===== config.mk =====
export PLATFORM = sky130hd
export DESIGN_NAME = inst_mem_responder
export DESIGN_NICKNAME = d
export VERILOG_FILES = /design/src/rtl/cpu_defs.sv /design/src/rtl/inst_mem_array.sv /design/src/rtl/inst_mem_responder.sv
export SDC_FILE = /design/constraint.sdc
export NUM_CORES = 2
export LEC_CHECK = 0
export CORE_MARGIN = 3
export CORE_UTILIZATION = 55
export CTS_CLUSTER_SIZE = 28
export DETAILED_ROUTE_END_ITERATION = 12
export DONT_BUFFER_PORTS = 1
export PLACE_DENSITY = 0.7
export RECOVER_POWER = 25
export SYNTH_ARGS = -nofsm -noshare
export SYNTH_HDL_FRONTEND = slang
export SYNTH_HIERARCHICAL = 1
export SYNTH_SLANG_ARGS = --single-unit

===== constraint.sdc =====
create_clock -name clk -period 8.68 [get_ports clk]
set_clock_uncertainty 0.1 [all_clocks]
set_input_delay 0.868 -clock clk [delete_from_list [all_inputs] [get_ports clk]]
set_output_delay 0.868 -clock clk [all_outputs]
set_load 0.05 [all_outputs]

===== src/rtl/cpu_defs.sv =====
// Shared CPU definitions: instruction width, NOP encoding, fetch responder
// state encoding and the fetch address check used by the responder.
package cpu_defs;

    localparam int INST_W = 32;

    // The decode stage substitutes this when a fetch comes back with err set.
    localparam logic [INST_W-1:0] NOP_INST = 32'hE1A00000;

    typedef enum logic [1:0] {
        ST_IDLE = 2'd0,
        ST_WAIT = 2'd1,
        ST_RESP = 2'd2
    } resp_state_e;

    // A fetch address is bad if it is not word aligned or if its word index
    // lies beyond the end of the instruction array.
    function automatic logic addr_fault(input logic [31:0] addr,
                                        input int unsigned depth);
        return (addr[1:0] != 2'b00) || ({2'b00, addr[31:2]} >= depth);
    endfunction

endpackage


===== src/rtl/inst_mem_array.sv =====
// Instruction storage: DEPTH x INST_W words, synchronous write port for the
// loader and an asynchronous read port for the responder's capture logic.
module inst_mem_array
    import cpu_defs::*;
#(
    parameter int DEPTH = 64,
    parameter int AW    = $clog2(DEPTH)
) (
    input  logic              clk,
    input  logic              we_i,
    input  logic [AW-1:0]     waddr_i,
    input  logic [INST_W-1:0] wdata_i,
    input  logic [AW-1:0]     raddr_i,
    output logic [INST_W-1:0] rdata_o
);

    logic [INST_W-1:0] mem_q [DEPTH];

    // Loader write; a read of the same word in the same cycle sees old data.
    // NOTE: the array has no reset -- clearing it would cost a mux per bit
    // and program contents are always loaded before fetching begins.
    always_ff @(posedge clk) begin
        if (we_i) begin
            mem_q[waddr_i] <= wdata_i;
        end
    end

    assign rdata_o = mem_q[raddr_i];

endmodule


===== src/rtl/inst_mem_responder.sv =====
// Instruction-memory responder for the fetch stage. Accepts word fetches,
// inserts WAIT_CYCLES wait states (0..15), then presents the instruction for
// one cycle with resp_valid. flush aborts any in-flight fetch.
module inst_mem_responder
    import cpu_defs::*;
#(
    parameter int DEPTH       = 64,
    parameter int WAIT_CYCLES = 2
) (
    input  logic                     clk,
    input  logic                     rst,
    input  logic                     req_valid,
    input  logic [31:0]              req_addr,
    input  logic                     flush,
    output logic                     resp_valid,
    output logic [INST_W-1:0]        resp_inst,
    output logic                     err,
    output logic                     busy,
    input  logic                     load_en,
    input  logic [$clog2(DEPTH)-1:0] load_addr,
    input  logic [INST_W-1:0]        load_data
);

    localparam int AW = $clog2(DEPTH);

    // Counter value loaded on accept; it counts down to zero in WAIT.
    localparam logic [3:0] WAIT_LOAD = (WAIT_CYCLES > 0) ? 4'(WAIT_CYCLES - 1) : 4'd0;

    resp_state_e       state_q, state_d;
    logic [3:0]        cnt_q, cnt_d;
    logic [31:0]       addr_q, addr_d;
    logic [INST_W-1:0] inst_q, inst_d;
    logic              err_q, err_d;

    logic              accept;
    logic              capture;
    logic [31:0]       capture_addr;
    logic              capture_fault;
    logic [AW-1:0]     rd_index;
    logic [INST_W-1:0] rd_data;

    // A new fetch can start when nothing is waiting, and flush always wins.
    assign accept = req_valid && !flush &&
                    ((state_q == ST_IDLE) || (state_q == ST_RESP));

    // With zero wait states the capture happens on the accept edge, before
    // the address has been latched, so the live request address is used.
    assign capture_addr  = (state_q == ST_WAIT) ? addr_q : req_addr;
    assign capture_fault = addr_fault(capture_addr, DEPTH);
    assign rd_index      = capture_addr[AW+1:2];

    inst_mem_array #(
        .DEPTH (DEPTH),
        .AW    (AW)
    ) u_array (
        .clk     (clk),
        .we_i    (load_en),
        .waddr_i (load_addr),
        .wdata_i (load_data),
        .raddr_i (rd_index),
        .rdata_o (rd_data)
    );

    // Next-state, counter and capture logic.
    // NOTE: every variable gets a default first and only blocking '=' is used
    // here, so no path leaves a value unassigned and no latch is inferred.
    always_comb begin
        state_d = state_q;
        cnt_d   = cnt_q;
        addr_d  = addr_q;
        inst_d  = inst_q;
        err_d   = err_q;
        capture = 1'b0;

        unique case (state_q)
            ST_IDLE, ST_RESP: begin
                if (accept) begin
                    addr_d = req_addr;
                    if (WAIT_CYCLES == 0) begin
                        state_d = ST_RESP;
                        capture = 1'b1;
                    end else begin
                        state_d = ST_WAIT;
                        cnt_d   = WAIT_LOAD;
                    end
                end else begin
                    // Covers the normal end of RESP and a flush in RESP.
                    state_d = ST_IDLE;
                end
            end

            ST_WAIT: begin
                if (flush) begin
                    state_d = ST_IDLE;
                    cnt_d   = 4'd0;
                end else if (cnt_q == 4'd0) begin
                    state_d = ST_RESP;
                    capture = 1'b1;
                end else begin
                    cnt_d = cnt_q - 4'd1;
                end
            end

            default: begin
                state_d = ST_IDLE;
                cnt_d   = 4'd0;
            end
        endcase

        if (capture) begin
            err_d  = capture_fault;
            inst_d = capture_fault ? '0 : rd_data;
        end
    end

    // State and response registers; reset drops any fetch in progress.
    // NOTE: sequential state uses non-blocking '<=' so every register samples
    // the pre-edge values, independent of statement order.
    always_ff @(posedge clk or posedge rst) begin
        if (rst) begin
            state_q <= ST_IDLE;
            cnt_q   <= 4'd0;
            addr_q  <= 32'd0;
            inst_q  <= '0;
            err_q   <= 1'b0;
        end else begin
            state_q <= state_d;
            cnt_q   <= cnt_d;
            addr_q  <= addr_d;
            inst_q  <= inst_d;
            err_q   <= err_d;
        end
    end

    assign resp_valid = (state_q == ST_RESP) && !flush;
    assign busy       = accept || ((state_q == ST_WAIT) && !flush);
    assign resp_inst  = inst_q;
    assign err        = err_q;

endmodule


==> results.cfg <==
[outcome]
status = finished with violations
violations = max-capacitance violations

[synthesis]
syn_area_sq_mm = 0.08105
synth-simple-area-share_pct = 1.758
synth-seq-area-share_pct = 78.07
synth_mux_area_share_pct = 16.79
ys_async_sr_fraction_pct = 3.351
ys_warn_count = 6
synth_ff_type = edfxtp_1
syn_nets = 3609
synth_top_family_by_area = multiplexers
ys_types = 56
synth_compound_area_share_pct = 2.064
ys_ff_latch = 2119
synthCells = 3532
synth_xor_area_share_pct = 0.01081
syn_area_per_cell_sq_um = 22.95
yosys.area_share.adder_pct = 0.03088
synth_enable_flop_cells = 2048

[sta]
tns_ns = 0
min_period_over_period_pct = 64.48
rsz0062_at_grt = no
relSlewSlack_pct = 0.1013
period_minus_slack_ns = 5.597
setup-violations-final = 0
final_hold_viol_count = 0
max_freq_ghz = 0.1787
worst_pin_slew_ns = 1.493
drv_slew = 0

[pwr]
p_int_uw = 17770
clockPowerShare_pct = 36.0
p_leak_uw = 0.02836
p_seq_share_pct = 48.2
p_switching_uw = 5892
switching_share_pct = 24.90
power_frac_comb_pct = 15.8
power.density_mw_per_mm2 = 260.6
p_total_uw = 23660
peakVddDrop_mv = 0.2148

[clock_network]
cts_made_buffers = 200
cts_max_level = 4
root_buffer = clkbuf_16
cts_tree = done
cts_sinks = 2119
clock_latency_ns = 0.84
cts_resized = 0
clkTransAtPathRegs_ns = 0.06
clockBufferDepth = 3
postCtsSetupRepairBufs = 0

[final_layout]
final_common_cell = edfxtp_1
layout_common_cells = edfxtp_1, mux4_2, clkbuf_16, mux2i_1, buf_4
drive_above_1_share_pct = 27.04
fin_area_sq_mm = 0.09081
fin_cells = 5773
nNetsFinal = 3768
area_growth_pct = 12.05

[die]
core-area_sq_mm = 0.1461
die-area_sq_mm = 0.1520
io_pins = 110
start_util_pct = 55.48
die_h_microns = 389.9
die_width_microns = 389.9
rows = 140

[global_routing]
track_usage_pct = 28.07
antenna_found_initial = 13
grt_pass1_wl_mm = 296.6
gr-total-overflow = 0
grt_max_degree = 112
grt_pass1_vias = 39050

[routing]
vias = 39348
dr.pass1.iters = 5
via_per_inst = 6.816
wire_per_inst_microns = 36.41
finalWirelength_mm = 210.2
drc = 0
drt_iter0_drc = 5632
ant_nets = 0

[setup_path]
path_depth = 10
startpoint_type = flip-flop
cp.required_ns = 9.29
path_cells = nand2b_2, mux2_8, buf_4, buf_4, nand3b_1, o221ai_1, a21oi_1, a21oi_1, nor2_1, a31o_1
crit_fanout = 60
critical-path-top-delay-family = compound AO/OA/AOI/OAI gates
critPathArrivalTime_ns = 6.20
rr_startpoint = state_q[0]
critPathBufInv = 2
regToRegEndpoint = resp_inst[29]
reg2reg_slack_ns = 3.08
reg2regPathDepth = 10
slowest_stage = mux2_8
worstSetupPathType = reg2reg
crit_path_end_kind = flip-flop
worst_path_largest_cell_delay_ns = 0.86

[placement]
gp_congestion = 0.8348
dp_cells = 5350
placed_area_sq_mm = 0.08381
io_buffer_count = 0
post-dp-hpwl_mm = 108.6

[worst_hold_path]
min_to = u_array/mem_q[28][20]
min_path_cells = 0
hold_class = in2reg
min_from = load_data[20]

[run]
drv_cap = 1
-- cells by family after synthesis --
| logic type | count (synthesis) |
|---|---|
| buf+inv | 201 |
| simple gates | 290 |
| mux | 675 |
| flops | 2119 |
| compound gates | 244 |
| xor+xnor | 1 |
| fa+ha+maj | 2 |
-- synthesized netlist by cell type, types with 2 or more instances --
cell	instances	share of area, %
o32ai_1	5	0.054
nor4_1	12	0.093
and3_1	4	0.031
or2_2	2	0.015
mux2i_1	93	1.1
nor2_1	143	0.66
nand4_1	4	0.031
buf_1	21	0.097
nand4b_1	3	0.032
nand2b_1	8	0.062
nand3b_1	5	0.046
and2_1	4	0.031
or3b_2	3	0.032
ha_1	2	0.031
a31o_2	2	0.022
nor3_1	9	0.056
a41o_1	4	0.049
a22oi_1	12	0.11
nand3_1	5	0.031
dfrtp_1	71	2.2
o22ai_1	85	0.66
or3_1	4	0.031
mux2_2	38	0.53
a21oi_1	64	0.40
nor2b_1	16	0.12
buf_4	25	0.23
and2_0	30	0.23
a311oi_1	8	0.086
buf_2	61	0.38
nand2_1	27	0.13
buf_6	14	0.19
a31o_1	30	0.32
mux4_2	544	15
clkbuf_1	75	0.35
o221ai_1	27	0.29
edfxtp_1	2048	76
inv_1	4	0.019
or3b_1	2	0.022
-- per-stage QoR --
step,hold slack [ns],worst slack [ns],util (%)
after floorplan,0.3671,4.552,-
after global routing,0.006406,2.881,62.16
after detailed placement,0.3978,3.163,57.37
after CTS,0.0001369,3.155,62.16
after global placement,0.3843,3.209,57.37
final,0.04223,3.083,62.16
-- layer usage --
layer	routed length (microns)	share of wire, %	vias to the layer above	GRT usage, %
li1	-	-	15353	-
met1	79510	38	21196	40.90
met2	96050	46	2487	41.51
met3	27900	13	312	8.521
met4	6754	3.2	0	8.869
met5	0	0	-	0
-- area by class of cell --
| cell class | count | area [sq um] |
|---|---|---|
| clock buffer | 257 | 5365 |
| timing repair buffer | 153 | 1446 |
| sequential | 2119 | 63280 |
| clock inverter | 107 | 996.0 |
| fill | 9663 | 55280 |
| inverter | 5 | 18.77 |
| antenna | 3 | 7.507 |
| tap | 1917 | 2399 |
| multi-input combinational | 1212 | 17300 |
-- power groups by stage --
stage | Combinational, uW | Sequential, uW | Clock (uW)
4_1_cts | 3730 | 11400 | 8610
5_1_grt | 3910 | 11400 | 9020
2_1_floorplan | 2520 | 11600 | 0
6_report | 3750 | 11400 | 8520
3_5_place_dp | 3620 | 11600 | 0
3_3_place_gp | 3610 | 11600 | 0
-- sequential cells by signal, summed over array words and instances, names as in the netlist --
register	cells
addr_q	32
u_array/mem_q	2048
cnt_q	4
resp_inst	32
state_q	2
err	1
-- how the worst max path moves through the flow --
stage                 startpoint                   end
floorplan           load_addr[3]  u_array/mem_q[48][0]
global placement      state_q[0]         resp_inst[29]
detailed placement    state_q[0]         resp_inst[29]
CTS                   state_q[0]         resp_inst[29]
global route          state_q[0]         resp_inst[29]
finish                state_q[0]         resp_inst[29]
-- timing repair --
action,in CTS,in global routing
endpoints found under the hold margin,512,0
hold buffers,56,0
endpoints found under the setup margin,0,0
No activity file was read; power rests on OpenSTA's default activity.
